<file path="config.mk">
export PLATFORM = sky130hd
export DESIGN_NAME = control_unit_mc_flat
export DESIGN_NICKNAME = d
export VERILOG_FILES = /design/src/rtl/cu_pkg.sv /design/src/rtl/control_unit_mc_if.sv /design/src/rtl/cu_decode.sv /design/src/rtl/control_unit_mc.sv /design/src/flat_wrapper.sv
export SDC_FILE = /design/constraint.sdc
export NUM_CORES = 1
export LEC_CHECK = 0
export ABC_AREA = 1
export CAP_MARGIN = 20
export CORE_MARGIN = 2
export CORE_UTILIZATION = 50
export DETAILED_ROUTE_END_ITERATION = 8
export PLACE_DENSITY_LB_ADDON = 0.08
export REMOVE_ABC_BUFFERS = 1
export SETUP_SLACK_MARGIN = 0.5
export SLEW_MARGIN = 20
export SYNTH_ARGS = -nofsm -noshare
export SYNTH_HDL_FRONTEND = slang
export SYNTH_HIERARCHICAL = 1
export SYNTH_SLANG_ARGS = --single-unit
</file>
<file path="constraint.sdc">
create_clock -name clk -period 1.35 [get_ports clk]
set_input_delay 0.27 -clock clk [delete_from_list [all_inputs] [get_ports clk]]
set_output_delay 0.27 -clock clk [all_outputs]
set_load 0.005 [all_outputs]
</file>
<file path="src/rtl/cu_pkg.sv">
// Shared types and constants for the multi-cycle control unit.
package cu_pkg;

    // Base 3-bit instruction set; wider opcodes above 7 are undefined.
    typedef enum logic [2:0] {
        OpSet   = 3'd0,
        OpLdpx  = 3'd1,
        OpModex = 3'd2,
        OpStpx  = 3'd3,
        OpCmpeq = 3'd4,
        OpJeq   = 3'd5,
        OpJ     = 3'd6,
        OpAdd   = 3'd7
    } opcode_e;

    localparam logic [1:0] AluAdd  = 2'b00;
    localparam logic [1:0] AluCmp  = 2'b01;
    localparam logic [1:0] AluMod  = 2'b10;
    localparam logic [1:0] AluPass = 2'b11;

    // Field order matches the documented opcode map, MSB first.
    typedef struct packed {
        logic       rd_register_en;
        logic       wb_enable;
        logic       rd_mem_en;
        logic       wr_mem_en;
        logic       mux_id;
        logic       mux_exe;
        logic       mux_mem;
        logic       jenable;
        logic [1:0] alu_op;
    } ctrl_t;

    localparam ctrl_t NopCtrl = '{
        rd_register_en: 1'b0, wb_enable: 1'b0, rd_mem_en: 1'b0, wr_mem_en: 1'b0,
        mux_id: 1'b0, mux_exe: 1'b0, mux_mem: 1'b0, jenable: 1'b0, alu_op: AluPass
    };

    typedef enum logic [1:0] {
        StRun    = 2'd0,
        StMcWait = 2'd1,
        StFlush  = 2'd2
    } state_e;

endpackage

</file>
<file path="src/rtl/control_unit_mc_if.sv">
// Pipeline-facing signals of the control unit; slave is the control unit itself.
interface control_unit_mc_if #(
    parameter int unsigned OPCODE_W = 3
);
    logic [OPCODE_W-1:0] opcode;
    logic                instr_valid;
    logic                alu_done;
    logic                jump_taken;

    logic                rd_register_en;
    logic                wb_enable;
    logic                rd_mem_en;
    logic                wr_mem_en;
    logic                mux_id;
    logic                mux_exe;
    logic                mux_mem;
    logic                jenable;
    logic [1:0]          alu_op;
    logic                alu_start;
    logic                pc_en;
    logic                stall;
    logic                flush;
    logic                illegal;
    logic                timeout;

    modport master (
        output opcode, instr_valid, alu_done, jump_taken,
        input  rd_register_en, wb_enable, rd_mem_en, wr_mem_en, mux_id, mux_exe, mux_mem,
        input  jenable, alu_op, alu_start, pc_en, stall, flush, illegal, timeout
    );

    modport slave (
        input  opcode, instr_valid, alu_done, jump_taken,
        output rd_register_en, wb_enable, rd_mem_en, wr_mem_en, mux_id, mux_exe, mux_mem,
        output jenable, alu_op, alu_start, pc_en, stall, flush, illegal, timeout
    );
endinterface

</file>
<file path="src/rtl/cu_decode.sv">
// Pure combinational opcode-to-control-bundle map.
module cu_decode
    import cu_pkg::*;
#(
    parameter int unsigned OPCODE_W = 3
) (
    input  logic [OPCODE_W-1:0] opcode_i,
    output ctrl_t               ctrl_o,
    output logic                illegal_o,
    output logic                modex_o
);

    logic [31:0] op_ext;

    assign op_ext = 32'(opcode_i);

    // Map the low three bits; anything above 7 becomes a flagged NOP.
    always_comb begin
        ctrl_o    = NopCtrl;
        illegal_o = 1'b0;
        modex_o   = 1'b0;
        if (op_ext > 32'd7) begin
            illegal_o = 1'b1;
        end else begin
            unique case (opcode_e'(op_ext[2:0]))
                OpSet:       ctrl_o = ctrl_t'(10'b0100_0100_11);
                OpLdpx:      ctrl_o = ctrl_t'(10'b1110_1100_11);
                OpModex: begin
                    ctrl_o  = ctrl_t'(10'b1100_1000_10);
                    modex_o = 1'b1;
                end
                OpStpx:      ctrl_o = ctrl_t'(10'b1001_0110_11);
                OpCmpeq:     ctrl_o = ctrl_t'(10'b1000_0100_01);
                OpJeq, OpJ:  ctrl_o = ctrl_t'(10'b0000_1101_11);
                OpAdd:       ctrl_o = ctrl_t'(10'b1100_1100_00);
                default:     ctrl_o = NopCtrl;
            endcase
        end
    end

endmodule

</file>
<file path="src/rtl/control_unit_mc.sv">
// Multi-cycle control unit: registered decode plus RUN / MC_WAIT / FLUSH sequencing.
module control_unit_mc
    import cu_pkg::*;
#(
    parameter int unsigned ARQ          = 16,
    parameter int unsigned OPCODE_W     = 3,
    parameter int unsigned MC_TIMEOUT   = 64,
    parameter int unsigned FLUSH_CYCLES = 2
) (
    input logic              clk,
    input logic              rst,
    control_unit_mc_if.slave bus
);

    localparam int unsigned CntW      = $clog2(MC_TIMEOUT + 1);
    localparam logic [2:0]  FlushLoad = 3'(FLUSH_CYCLES - 1);

    if (ARQ < 1) begin : g_bad_arq
        $error("ARQ must be at least 1");
    end
    if (OPCODE_W < 3) begin : g_bad_opw
        $error("OPCODE_W must be at least 3");
    end
    if (FLUSH_CYCLES < 1 || FLUSH_CYCLES > 7) begin : g_bad_flush
        $error("FLUSH_CYCLES must be within 1..7");
    end

    state_e          state_q, state_d;
    logic [CntW-1:0] mc_cnt_q, mc_cnt_d;
    logic [2:0]      fl_cnt_q, fl_cnt_d;

    ctrl_t ctrl_q, ctrl_d;
    logic  alu_start_q, alu_start_d;
    logic  pc_en_q, pc_en_d;
    logic  stall_q, stall_d;
    logic  flush_q, flush_d;
    logic  illegal_q, illegal_d;
    logic  timeout_q, timeout_d;

    ctrl_t dec_ctrl;
    logic  dec_illegal;
    logic  dec_modex;

    cu_decode #(
        .OPCODE_W (OPCODE_W)
    ) u_decode (
        .opcode_i  (bus.opcode),
        .ctrl_o    (dec_ctrl),
        .illegal_o (dec_illegal),
        .modex_o   (dec_modex)
    );

    // Next-state and next-output logic; every output is registered one cycle later.
    always_comb begin
        state_d     = state_q;
        mc_cnt_d    = mc_cnt_q;
        fl_cnt_d    = fl_cnt_q;
        ctrl_d      = NopCtrl;
        alu_start_d = 1'b0;
        pc_en_d     = 1'b1;
        stall_d     = 1'b0;
        flush_d     = 1'b0;
        illegal_d   = 1'b0;
        timeout_d   = 1'b0;

        unique case (state_q)
            StRun: begin
                mc_cnt_d = '0;
                // A taken jump squashes whatever sits in ID, including a MODEX.
                if (bus.jump_taken) begin
                    flush_d  = 1'b1;
                    fl_cnt_d = FlushLoad;
                    state_d  = (FLUSH_CYCLES > 1) ? StFlush : StRun;
                end else if (bus.instr_valid) begin
                    ctrl_d    = dec_ctrl;
                    illegal_d = dec_illegal;
                    if (dec_modex) begin
                        // Writeback is withheld until the ALU reports completion.
                        ctrl_d.wb_enable = 1'b0;
                        alu_start_d      = 1'b1;
                        pc_en_d          = 1'b0;
                        state_d          = StMcWait;
                    end
                end
            end

            StMcWait: begin
                ctrl_d = ctrl_q;
                if (bus.alu_done) begin
                    ctrl_d.wb_enable = 1'b1;
                    mc_cnt_d         = '0;
                    state_d          = StRun;
                end else if (mc_cnt_q >= CntW'(MC_TIMEOUT)) begin
                    ctrl_d.wb_enable = 1'b0;
                    timeout_d        = 1'b1;
                    mc_cnt_d         = '0;
                    state_d          = StRun;
                end else begin
                    stall_d  = 1'b1;
                    pc_en_d  = 1'b0;
                    mc_cnt_d = mc_cnt_q + CntW'(1);
                end
            end

            StFlush: begin
                flush_d  = 1'b1;
                fl_cnt_d = (fl_cnt_q == 3'd0) ? 3'd0 : fl_cnt_q - 3'd1;
                if (fl_cnt_q <= 3'd1) begin
                    state_d = StRun;
                end
            end

            default: begin
                state_d = StRun;
            end
        endcase
    end

    // State, counters and output registers with synchronous reset.
    always_ff @(posedge clk) begin
        if (rst) begin
            state_q     <= StRun;
            mc_cnt_q    <= '0;
            fl_cnt_q    <= '0;
            ctrl_q      <= NopCtrl;
            alu_start_q <= 1'b0;
            pc_en_q     <= 1'b0;
            stall_q     <= 1'b0;
            flush_q     <= 1'b0;
            illegal_q   <= 1'b0;
            timeout_q   <= 1'b0;
        end else begin
            state_q     <= state_d;
            mc_cnt_q    <= mc_cnt_d;
            fl_cnt_q    <= fl_cnt_d;
            ctrl_q      <= ctrl_d;
            alu_start_q <= alu_start_d;
            pc_en_q     <= pc_en_d;
            stall_q     <= stall_d;
            flush_q     <= flush_d;
            illegal_q   <= illegal_d;
            timeout_q   <= timeout_d;
        end
    end

    assign bus.rd_register_en = ctrl_q.rd_register_en;
    assign bus.wb_enable      = ctrl_q.wb_enable;
    assign bus.rd_mem_en      = ctrl_q.rd_mem_en;
    assign bus.wr_mem_en      = ctrl_q.wr_mem_en;
    assign bus.mux_id         = ctrl_q.mux_id;
    assign bus.mux_exe        = ctrl_q.mux_exe;
    assign bus.mux_mem        = ctrl_q.mux_mem;
    assign bus.jenable        = ctrl_q.jenable;
    assign bus.alu_op         = ctrl_q.alu_op;
    assign bus.alu_start      = alu_start_q;
    assign bus.pc_en          = pc_en_q;
    assign bus.stall          = stall_q;
    assign bus.flush          = flush_q;
    assign bus.illegal        = illegal_q;
    assign bus.timeout        = timeout_q;

endmodule

</file>
<file path="src/flat_wrapper.sv">
// flat-port wrapper written by rule: the top's interface ports become plain ports
module control_unit_mc_flat import cu_pkg::*;
#(
    parameter int unsigned ARQ          = 16,
    parameter int unsigned OPCODE_W     = 3,
    parameter int unsigned MC_TIMEOUT   = 64,
    parameter int unsigned FLUSH_CYCLES = 2
)
  (clk, rst, bus_opcode, bus_instr_valid, bus_alu_done, bus_jump_taken, bus_rd_register_en, bus_wb_enable, bus_rd_mem_en, bus_wr_mem_en, bus_mux_id, bus_mux_exe, bus_mux_mem, bus_jenable, bus_alu_op, bus_alu_start, bus_pc_en, bus_stall, bus_flush, bus_illegal, bus_timeout);
  control_unit_mc_if #(.OPCODE_W(OPCODE_W)) bus_i ();
  input logic clk;
  input logic rst;
  input wire logic [$bits(bus_i.opcode)-1:0] bus_opcode;
  input wire logic [$bits(bus_i.instr_valid)-1:0] bus_instr_valid;
  input wire logic [$bits(bus_i.alu_done)-1:0] bus_alu_done;
  input wire logic [$bits(bus_i.jump_taken)-1:0] bus_jump_taken;
  output wire logic [$bits(bus_i.rd_register_en)-1:0] bus_rd_register_en;
  output wire logic [$bits(bus_i.wb_enable)-1:0] bus_wb_enable;
  output wire logic [$bits(bus_i.rd_mem_en)-1:0] bus_rd_mem_en;
  output wire logic [$bits(bus_i.wr_mem_en)-1:0] bus_wr_mem_en;
  output wire logic [$bits(bus_i.mux_id)-1:0] bus_mux_id;
  output wire logic [$bits(bus_i.mux_exe)-1:0] bus_mux_exe;
  output wire logic [$bits(bus_i.mux_mem)-1:0] bus_mux_mem;
  output wire logic [$bits(bus_i.jenable)-1:0] bus_jenable;
  output wire logic [$bits(bus_i.alu_op)-1:0] bus_alu_op;
  output wire logic [$bits(bus_i.alu_start)-1:0] bus_alu_start;
  output wire logic [$bits(bus_i.pc_en)-1:0] bus_pc_en;
  output wire logic [$bits(bus_i.stall)-1:0] bus_stall;
  output wire logic [$bits(bus_i.flush)-1:0] bus_flush;
  output wire logic [$bits(bus_i.illegal)-1:0] bus_illegal;
  output wire logic [$bits(bus_i.timeout)-1:0] bus_timeout;
  assign bus_i.opcode = bus_opcode;
  assign bus_i.instr_valid = bus_instr_valid;
  assign bus_i.alu_done = bus_alu_done;
  assign bus_i.jump_taken = bus_jump_taken;
  assign bus_rd_register_en = bus_i.rd_register_en;
  assign bus_wb_enable = bus_i.wb_enable;
  assign bus_rd_mem_en = bus_i.rd_mem_en;
  assign bus_wr_mem_en = bus_i.wr_mem_en;
  assign bus_mux_id = bus_i.mux_id;
  assign bus_mux_exe = bus_i.mux_exe;
  assign bus_mux_mem = bus_i.mux_mem;
  assign bus_jenable = bus_i.jenable;
  assign bus_alu_op = bus_i.alu_op;
  assign bus_alu_start = bus_i.alu_start;
  assign bus_pc_en = bus_i.pc_en;
  assign bus_stall = bus_i.stall;
  assign bus_flush = bus_i.flush;
  assign bus_illegal = bus_i.illegal;
  assign bus_timeout = bus_i.timeout;
  control_unit_mc #(.ARQ(ARQ), .OPCODE_W(OPCODE_W), .MC_TIMEOUT(MC_TIMEOUT), .FLUSH_CYCLES(FLUSH_CYCLES)) u_core (.clk(clk), .rst(rst), .bus(bus_i));
endmodule
</file>
==> After elaboration in Yosys (flattened, before gate mapping) <==
Cells that the tools add are included.
{ "word_totals": {"reg_bits": 28, "inputBits": 8, "output_inout_bits": 16} }
{ "op_classes": {"n_addsub": 2, "n_lt_le_gt_ge": 3, "eq_ne": 14, "n_mux": 34, "bitwise_logic": 3, "n_reduce_logical": 10} }
{ "op_table": {"columns": ["operator", "n"], "rows": [
  ["$pmux 10 s7", 1],
  ["$mux 10", 3],
  ["$pmux 10 s2", 1],
  ["$mux 1", 14],
  ["$mux 7", 2],
  ["$pmux 7 s2", 1],
  ["$eq 3x3->1 const B", 4],
  ["$mux 2", 6],
  ["$add 7x1->7 const B", 1],
  ["$ge 7x7->1 const B", 1],
  ["$eq 3x2->1 const B", 2],
  ["$logic_not 3->1", 2],
  ["$mux 3", 2],
  ["$ne 3x2->1 const B", 2],
  ["$pmux 2 s3", 1],
  ["$pmux 3 s2", 1],
  ["$pmux 1 s2", 2],
  ["$reduce_and 4->1", 1],
  ["$reduce_bool 2->1", 2],
  ["$reduce_or 4->1", 1],
  ["$eq 3x1->1 const B", 1],
  ["$gt 3x3->1 const B", 1],
  ["$le 3x1->1 const B", 1],
  ["$ne 3x3->1 const B", 1],
  ["other kinds (10)", 12]
]} }

==> Longest topological paths before layout <==
Gate-level depths: netlist of the first run.
{ "depth": {"ltp_word": 8, "mapped_depth": 9, "mapped_depth_nobuf": 8} }

==> By module <==
Netlist of the first run, hierarchy kept.
{ "by_module_without_submodules": {"columns": ["mod", "instances", "cells_per_inst", "area_per_inst_um2"], "rows": [
  ["control_unit_mc", 1, 148, 1186.1],
  ["cu_decode", 1, 30, 151.4]
]} }

==> Worst setup path after synthesis of the first run <==
No wires, ideal clock.
{ "synth_path": {"kind": "register -> register", "startpoint": "register u_core.state_q[1]", "endpoint": "register u_core.mc_cnt_q[1]", "setup_ns": 0.126, "arrival_time_ns": 0.899, "required_time_ns": 1.224, "path_slack_ns": 0.325, "path_stages_with_launch": 9, "period_less_slack_ns": 1.025, "cell_sequence": "dfxtp_1 buf_6 clkinv_4 nand2_4 nor2_8 nand2_4 clkinv_2 nand2_1 o31ai_1"} }
{ "synth_via": {"elab_chain_len": 2, "elab_cells_between_ends": 4, "classes_between": "1 x eq/ne; 1 x mux; 2 x reduce/logical"} }
{ "synth_lines": {"columns": ["element", "line", "text"], "rows": [
  ["start: declaration", "control_unit_mc.sv:28", "state_e state_q, state_d;"],
  ["start signal: assignment", "control_unit_mc.sv:122", "state_q <= StRun;"],
  ["start signal: assignment", "control_unit_mc.sv:133", "state_q <= state_d;"],
  ["$eq 2x1->1 or $logic_not 2->1 (tied branches)", "control_unit_mc.sv:66", "unique case (state_q)"],
  ["$pmux 7 s2 or $reduce_bool 2->1 (tied branches)", null, null],
  ["end signal: assignment", "control_unit_mc.sv:134", "mc_cnt_q <= mc_cnt_d;"],
  ["end: declaration", "control_unit_mc.sv:29", "logic [CntW-1:0] mc_cnt_q, mc_cnt_d;"]
]} }
Several ways; a longest one is shown, not always the timed one.
A chain may end at the register's enable or synchronous reset.

==> Worst setup path after layout of the first run <==
{ "layout_path": {"startpoint": "register u_core.state_q[1]", "endpoint": "register u_core.mc_cnt_q[5]"} }
Same word-level chain as after synthesis.

==> summary.md, run 1 <==
| Metric | Value |
|---|---|
| Layout Skew | 0.00738 ns |
| Data arrival time of the critical path | 1.35 ns |
| Via density per instance | 5.13 |
| Top Ports | 24 |
| Clock root buffer | clkbuf_4 |
| Die X | 55.7 um |
| CTS buffer count | 3 |
| Switching share of power | 0.258 |
| Reg2reg end | u_core/mc_cnt_q[5] |
| Reg2Reg Depth | 6 |
| Synth Cell Area | 0.00134 mm^2 |
| Total GRT Usage | 0.217 |
| Comb power frac | 0.165 |
| Final hold vios | 0 |
| Nets@finish | 242 |
| RSZ-0062 raised after global routing | true |
| Status | complete, no violations |
| Worst Hold Path EP | u_core/bus.timeout |
| Antenna cells | 0 |
| Starting Density | 0.535 |
| VDD IR max | 0.593 mV |
| Initial DRC Count | 49 |
| Antenna violations before repair | 0 |
| Leak | 0.871 nW |
| WL per Instance | 13.5 um |
| Final worst slack | 0.262 ns |
| Fin crit share | 0.806 |
| Ranking of synthesized cells by area | dfxtp_1 42%, nand2_1 8.1%, nand3_1 6.7%, nor2_1 6.2%, inv_1 5.9% |
| Endpoints failing setup | 0 |
| Pwr per Cell Area | 717 mW/mm^2 |
| CTS tree | done |
| Share of cells above drive strength 1 | 0.535 |
| 1st-pass router iterations | 5 |
| CP cell instances | inv_8 -> nand2_8 -> nor2_8 -> buf_4 -> nand3_2 -> a21oi_1 |
| Max incr delay on CP | 0.41 ns |
| IO buf count | 23 |
| Max-cap violations | 0 |
| Post-synthesis cell count | 178 |
| Hold slack | 0.303 ns |
| Register area share after synthesis | 0.419 |
| Total gr overflow | 0 |
| Worst hold-check path type | input port to register |
| Reg power frac | 0.603 |
| Startpoint Class | register |
| Fmax | 0.919 GHz |
| CTS Sinks | 28 |
| Max-slew violations | 0 |
| Worst-path clk slew | 0.14 ns |
| Pre-CTS WS | -0.237 ns |
| Synthesized area per cell | 7.51 um^2 |
| R2R Setup Slk | 0.26 ns |
| Area share of the largest cell type after synthesis | 0.419 |
| Psw | 364 uW |
| Clk_lat worst skew | 0.31 ns |
| Post-Route Setup TNS | 0 ns |
| Routed Antenna Nets | 0 |
| Global-route wire length before repair | 5420 um |
| CTS max path bufs | 2 |
| Post-synth top area cell | dfxtp_1 |
| Clk pwr share | 0.233 |
| Pint | 1.05 mW |
| Vias in the first global route | 1240 |
| Critical path origin | u_core/state_q[1] |
| Worst EP required | 1.61 ns |
| Synth warn | 6 |
| GPL Wtd Cong | 0.710 |
| Core Box Area | 0.00250 mm^2 |
| DP HPWL | 2100 um |
| Synth-to-Final Area Change | 47.0% |
| Num rows | 18 |
| Drt drc | 0 |
| CTS HTree Levels | 1 |
| Final WL | 3490 um |
| Crit path max-delay cell type | dfxtp_4 |
| Die height | 55.7 um |
| R2R Path Start | u_core/state_q[1] |
| Post-synthesis register bit count | 28 |
| Hold path depth | 2 |
| Full die area | 0.00310 mm^2 |
| Final Critical Period | 1.09 ns |
| CP Max Fanout | 5 |
| Hold path startpoint | bus_alu_done |
| Pin count of the biggest net entering global routing | 15 |
| CP Capture Type | register |
| Setup Crit Path Kind | register to register |
| Vias | 1324 |
| Number of library cell types mapped by synthesis | 33 |
[cells in the mapped netlist]
cell,count
o21bai_1,1
ha_1,4
buf_4,4
clkbuf_1,1
nand2_4,2
inv_2,3
clkinv_4,1
o21ai_0,14
nor2_1,22
buf_6,1
nand3_2,1
a21oi_2,1
buf_2,2
nand2_2,2
o21ai_1,1
o22ai_1,1
nand2_1,29
nand3_1,18
nor3_2,1
nor3_1,2
inv_1,21
nor4_1,1
dfxtp_1,28
conb_1,1
nor2_2,1
nor2_4,2
a211oi_1,1
o32ai_1,1
nand4_1,1
clkinv_2,1
o31ai_1,1
nor2_8,1
a21oi_1,7
[cells in the final DEF, fill, tap and decap left out, types with 4 or more instances in the layout]
cell            n
nand3_1        15
dfxtp_2        14
buf_2          13
nand2_1        23
dfxtp_4         5
nor2_4          6
nand3_2         4
inv_2           8
o21ai_2         6
inv_1          16
dlygate4sd2_1   4
buf_4          28
dfxtp_1         9
nor2_2          5
a21oi_1         6
nand2_4         6
nor2_1         14
buf_6           7
o21ai_1         6
[critical path: cells and delay by family (launching register included)]
kind | cells | cell delay [ns]
flops | 1 | 0.41
buf+inv | 2 | 0.22
compound gates | 1 | 0.14
simple gates | 3 | 0.27
[worst max path at each step]
stage                           endpoint  slack (ns)  cells after the start
floorplan             u_core/mc_cnt_q[1]        0.14                      7
global placement    u_core/bus.wb_enable       -0.17                      9
detailed placement  u_core/bus.wb_enable       -0.24                      9
CTS                        bus_wb_enable        0.29                      1
global route        u_core/bus.alu_op[1]        0.23                      5
finish                u_core/mc_cnt_q[5]        0.26                      6
[layer usage]
layer,global-route usage,vias up,part of all wire
li1,-,666,-
met1,0.266,635,0.42
met2,0.395,21,0.55
met3,0.0349,2,0.031
met4,0.0523,0,0.0034
met5,0,-,0
[repair_timing]
action | in CTS | in global routing
resized for setup | 138 | 24
pin swaps | 14 | 6
endpoints found under the setup margin | 43 | 43
hold buffers | 0 | 0
buffers inserted | 12 | 5
cloned | 1 | 0
[layout make-up]
type	instances	area (um^2)
fill	188	534
inverter	26	110
tap	30	37.5
timing repair buffer	55	414
multi-input combinational	116	785
clock buffer	3	22.5
sequential	28	597
[logic make-up after synthesis]
kind of cell,Yosys count,synth area share
fa+ha+maj,4,0.0374
buf+inv,34,0.119
simple gates,83,0.305
other cells,1,0.00280
compound gates,28,0.117
flops,28,0.419
[metrics by stage]
step           instances  power (mW)   util  instance area (um^2)
5_1_grt              258        1.49  0.786                  1970
6_report             258        1.41  0.786                  1970
2_1_floorplan        170       0.955      -                  1280
3_3_place_gp         237        1.05  0.662                  1660
3_5_place_dp         237        1.06  0.662                  1660
4_1_cts              253        1.40  0.738                  1850
[state kept, by name, summed over array words and instances, names as in the netlist]
name / flops
u_core/bus.jenable: 1
u_core/bus.mux_id: 1
u_core/bus.mux_exe: 1
u_core/bus.mux_mem: 1
u_core/fl_cnt_q: 3
u_core/bus.stall: 1
u_core/bus.rd_mem_en: 1
u_core/bus.alu_op: 2
u_core/bus.illegal: 1
u_core/bus.wb_enable: 1
u_core/bus.timeout: 1
u_core/bus.pc_en: 1
u_core/bus.wr_mem_en: 1
u_core/state_q: 2
u_core/mc_cnt_q: 7
u_core/bus.alu_start: 1
u_core/bus.flush: 1
u_core/bus.rd_register_en: 1
[power groups by stage]
stage                     logic, mW  registers, mW  clock network (mW)
after floorplan              0.0784          0.876                   0
after global placement        0.181          0.874                   0
after detailed placement      0.186          0.874                   0
after CTS                     0.210          0.848               0.343
after global routing          0.256          0.852               0.385
final                         0.232          0.850               0.328
(Power assumes the default switching activity.)
==> run 2: changes to the inputs <==
Settings changed: CORE_UTILIZATION 50 to 46.
Clock period 1.35 ns to 1 ns, I/O delays scaled along.
==> summary.md, run 2 (synthesized netlist as in run 1, its figures left out) <==
| Metric | Value |
|---|---|
| Crit path max-delay cell type | dfxtp_4 |
| FILL cells | 238 |
| Setup Crit Path Kind | register to register |
| Full die area | 0.00335 mm^2 |
| Initial DRC Count | 35 |
| Total gr overflow | 0 |
| Tot Pwr | 2.02 mW |
| Drt drc | 0 |
| Max-slew violations | 0 |
| Most used cell, CP | clkinv_4 |
| Vias in the first global route | 1282 |
| Max incr delay on CP | 0.40 ns |
| CTS tree | done |
| Post-Route Setup TNS | -0.0223 ns |
| Via density per instance | 5.07 |
| Pre-CTS WS | -0.513 ns |
| CTS max path bufs | 2 |
| Top Ports | 24 |
| Worst hold-check path type | input port to register |
| DP HPWL | 2230 um |
| Post-DP Area | 0.00172 mm^2 |
| Most frequent cells in the layout | 26 x buf_4, 24 x nand2_1, 17 x inv_1 |
| Startpoint Class | register |
| Final Critical Period | 1.01 ns |
| VDD IR max | 0.878 mV |
| Antenna cells | 0 |
| IO buf count | 23 |
| CTS HTree Levels | 1 |
| Worst EP required | 1.27 ns |
| WL per Instance | 12.2 um |
| Fin cells | 258 |
| Final instance area | 0.00193 mm^2 |
| Hold slack | 0.454 ns |
| Vias | 1308 |
| Pwr per Cell Area | 1040 mW/mm^2 |
| Synth-to-Final Area Change | 44.6% |
| RSZ-0062 raised after global routing | true |
| CTS Hold Bufs | 0 |
| Clock root buffer | clkbuf_4 |
| R2R Setup Slk | -0.01 ns |
| Core Box Area | 0.00276 mm^2 |
| Max reg flops | 7 |
| Nets@finish | 240 |
| Layout Skew | 0.00688 ns |
| CP Capture Type | register |
| Fin crit share | 1.01 |
| Failing checks | setup timing |
| Total GRT Usage | 0.198 |
| Routed Antenna Nets | 0 |
| CTS buffer count | 3 |
| Largest regs | u_core/mc_cnt_q x7, u_core/fl_cnt_q x3 |
| Largest register by flop count | u_core/mc_cnt_q |
| Fmax | 0.987 GHz |
| GPL Wtd Cong | 0.750 |
| Commonest non-fill, non-tap cell in the layout | buf_4 |
| Pin count of the biggest net entering global routing | 16 |
| Data arrival time of the critical path | 1.29 ns |
| Endpoints failing setup | 2 |
| CTS Sinks | 28 |
| Final worst slack | -0.0137 ns |
| Global-route wire length before repair | 5240 um |
| Die height | 57.9 um |
| Antenna violations before repair | 0 |
| Starting Density | 0.485 |
| CP Max Fanout | 6 |
| Die X | 57.9 um |
| Max-cap violations | 0 |
| Leak | 0.844 nW |
| Cells after DPL | 247 |
| Final WL | 3140 um |
| 1st-pass router iterations | 4 |
| Final Core Density | 0.701 |
| Status | finished with violations |
| Final hold vios | 0 |
| CP cell instances | clkinv_4 -> nand2_8 -> nor2_8 -> nand2_4 -> clkinv_4 -> nand2_2 -> a21oi_2 |
| Worst-path clk slew | 0.15 ns |
| Num rows | 19 |
| Share of cells above drive strength 1 | 0.507 |
| Clk_lat worst skew | 0.33 ns |
==> run 2: cell count changes in the layout (fill, tap and decap cells not counted), moves of 3 or more <==
cell	before	now
nand2_2	3	6
nand2_4	6	2
o21ai_1	6	11
o21ai_2	6	3
==> run 2: final cells by class <==
cell class                      count  area, um^2  share of cell area
Multi-Input combinational cell    116         749               0.387
Sequential cell                    28         594               0.307
Timing Repair Buffer               53         405               0.210
Inverter                           26         110              0.0569
Tap cell                           31        38.8              0.0201
Clock buffer                        4        36.3              0.0188
==> run 2: worst paths after layout <==
check	startpoint	cells past startpoint	to
setup / recovery	u_core/state_q[1]	7	u_core/mc_cnt_q[2]
hold / removal	bus_alu_done	2	u_core/bus.timeout
setup reg to reg	u_core/state_q[1]	7	u_core/mc_cnt_q[2]
hold reg to reg	u_core/bus.rd_register_en	2	u_core/bus.rd_register_en
==> run 2: where the power goes <==
group / leakage [nW] / internal, mW / switching (mW)
Clock: 0.0210 / 0.223 / 0.333
Sequential: 0.235 / 1.13 / 0.0166
Combinational: 0.587 / 0.149 / 0.165
Total: 0.844 / 1.50 / 0.514
==> run 2: worst max-delay path, delay by kind of cell, from the launching register on <==
kind,cells,cell delay (ns)
AOI/OAI and AO/OA,1,0.10
DFF,1,0.40
and+or+nand+nor,4,0.33
buffers and inverters,2,0.14
==> run 2: repair_timing <==
action	CTS	global route
gates resized for setup	122	26
pin swaps	10	6
buffers inserted	4	3
cloned	0	0
endpoints found under the setup margin	43	43
==> run 2: metal layers <==
metal / vias to the layer above / GRT usage / share of wire
li1: 659 / - / -
met1: 615 / 0.237 / 0.44
met2: 28 / 0.349 / 0.51
met3: 6 / 0.0268 / 0.028
met4: 0 / 0.0930 / 0.017
met5: - / 0 / 0
==> run 3: changes to the inputs <==
Settings changed: CORE_MARGIN 2 to 5.
==> summary.md, run 3 (synthesized netlist as in run 1, its figures left out) <==
| Metric | Value |
|---|---|
| Num rows | 19 |
| R2R Setup Slk | -0.13 ns |
| Vias | 1312 |
| Final worst slack | -0.131 ns |
| RSZ-0062 raised after global routing | true |
| Critical path origin | u_core/state_q[1] |
| Clk_lat worst skew | 0.33 ns |
| Pin count of the biggest net entering global routing | 16 |
| WP buf/inv | 3 |
| Endpoints failing setup | 21 |
| CTS tree | done |
| Full die area | 0.00409 mm^2 |
| Data arrival time of the critical path | 1.37 ns |
| CTS max path bufs | 2 |
| Fin crit share | 1.13 |
| Startpoint Class | register |
| R2R Path Start | u_core/state_q[1] |
| Global-route wire length before repair | 5710 um |
| Clock root buffer | clkbuf_4 |
| Fmax | 0.884 GHz |
| Layout Skew | 0.00141 ns |
| WL per Instance | 12.9 um |
| Max-slew violations | 0 |
| FILL cells | 225 |
| Top Ports | 24 |
| Cells after DPL | 249 |
| Most frequent cells in the layout | 25 x buf_4, 22 x nand2_1, 16 x inv_1, 16 x nor2_1 |
| Starting Density | 0.481 |
| CTS buffer count | 3 |
| Leak | 0.889 nW |
| CTS Sinks | 28 |
| Final hold vios | 0 |
| Final instance area | 0.00202 mm^2 |
| Max incr delay on CP | 0.37 ns |
| Drt drc | 0 |
| Commonest non-fill, non-tap cell in the layout | buf_4 |
| Max reg flops | 7 |
| Core Box Area | 0.00278 mm^2 |
| Post-DP Area | 0.00174 mm^2 |
| Largest regs | u_core/mc_cnt_q x7, u_core/fl_cnt_q x3 |
| CP Capture Type | register |
| Routed Antenna Nets | 0 |
| DP HPWL | 2340 um |
| Worst-path clk slew | 0.15 ns |
| Final Core Density | 0.725 |
| Via density per instance | 5.05 |
| Status | finished with violations |
| VDD IR max | 1.09 mV |
| Initial DRC Count | 57 |
| Share of cells above drive strength 1 | 0.533 |
| IO buf count | 23 |
| Pwr per Cell Area | 1010 mW/mm^2 |
| Failing checks | setup timing |
| Die X | 63.9 um |
| Die height | 63.9 um |
| Multi-input logic area | 776 um^2 |
| Register area | 594 um^2 |
| CTS HTree Levels | 1 |
| Worst hold-check path type | input port to register |
| Crit path max-delay cell type | dfxtp_4 |
| Hold slack | 0.466 ns |
| CTS Hold Bufs | 0 |
| Synth-to-Final Area Change | 50.7% |
| CP Max Fanout | 6 |
| 1st-pass router iterations | 4 |
| CP cell instances | buf_4 -> clkinv_4 -> nand2_4 -> nor2_8 -> nand2_4 -> clkinv_4 -> nand2_1 -> o31ai_2 |
| Vias in the first global route | 1300 |
| Max-cap violations | 0 |
| Nets@finish | 242 |
| CP delay by family, top | flip-flops |
| Antenna violations before repair | 0 |
| Antenna cells | 0 |
| Worst EP required | 1.24 ns |
| Final WL | 3360 um |
| Largest register by flop count | u_core/mc_cnt_q |
| GPL Wtd Cong | 0.822 |
| Total GRT Usage | 0.168 |
| Fin cells | 260 |
| Hold path startpoint | bus_opcode[0] |
| Final Critical Period | 1.13 ns |
| Setup Crit Path Kind | register to register |
| Total gr overflow | 0 |
-- run 3: cell types whose count changed in the layout (fill, tap and decap cells not counted), sizes merged --
cell and change:
buf +2
-- run 3: path summary, 6_finish.rpt --
kind / end / depth (start not counted)
max: u_core/mc_cnt_q[1] / 8
min: u_core/state_q[0] / 4
max reg2reg: u_core/mc_cnt_q[1] / 8
min reg2reg: u_core/bus.wb_enable / 2
-- run 3: cell type report --
class,count,share of cell area
Tap cell,31,0.0192
Timing Repair Buffer,55,0.230
Sequential cell,28,0.295
Inverter,26,0.0534
Clock buffer,4,0.0180
Multi-Input combinational cell,116,0.385
-- run 3: worst min-delay path, stage by stage --
cell,delay [ns]
dlygate4sd2_1,0.32
nor3_2,0.08
inv_1,0.09
o21ai_1,0.08
-- run 3: power breakdown --
| group | internal, mW | switching, mW | total [mW] | leakage (nW) |
|---|---|---|---|---|
| Combinational | 0.158 | 0.170 | 0.328 | 0.633 |
| Clock | 0.223 | 0.333 | 0.556 | 0.0210 |
| Sequential | 1.13 | 0.0150 | 1.15 | 0.235 |
-- run 3: per-stage QoR --
step / TNS (ns) / power [mW] / worst slack (ns)
6_report: -1.47 / 2.03 / -0.131
5_1_grt: -3.70 / 2.14 / -0.215
4_1_cts: -0.906 / 2.00 / -0.0947
3_5_place_dp: -8.93 / 1.46 / -0.513
3_3_place_gp: -7.98 / 1.45 / -0.454
2_1_floorplan: -2.25 / 1.29 / -0.214
-- run 3: per-layer routing --
layer,GRT usage,wire length [um],up-vias
li1,-,-,667
met1,0.207,1480,617
met2,0.293,1720,24
met3,0.0315,126,4
met4,0.0545,36,0
met5,0,0,-
-- run 3: what timing repair did --
| item | in CTS | in global routing |
|---|---|---|
| gates resized for setup | 131 | 34 |
| pin swaps | 12 | 9 |
| cloned | 1 | 0 |
| setup buffers | 1 | 5 |
| endpoints found under the setup margin | 43 | 43 |
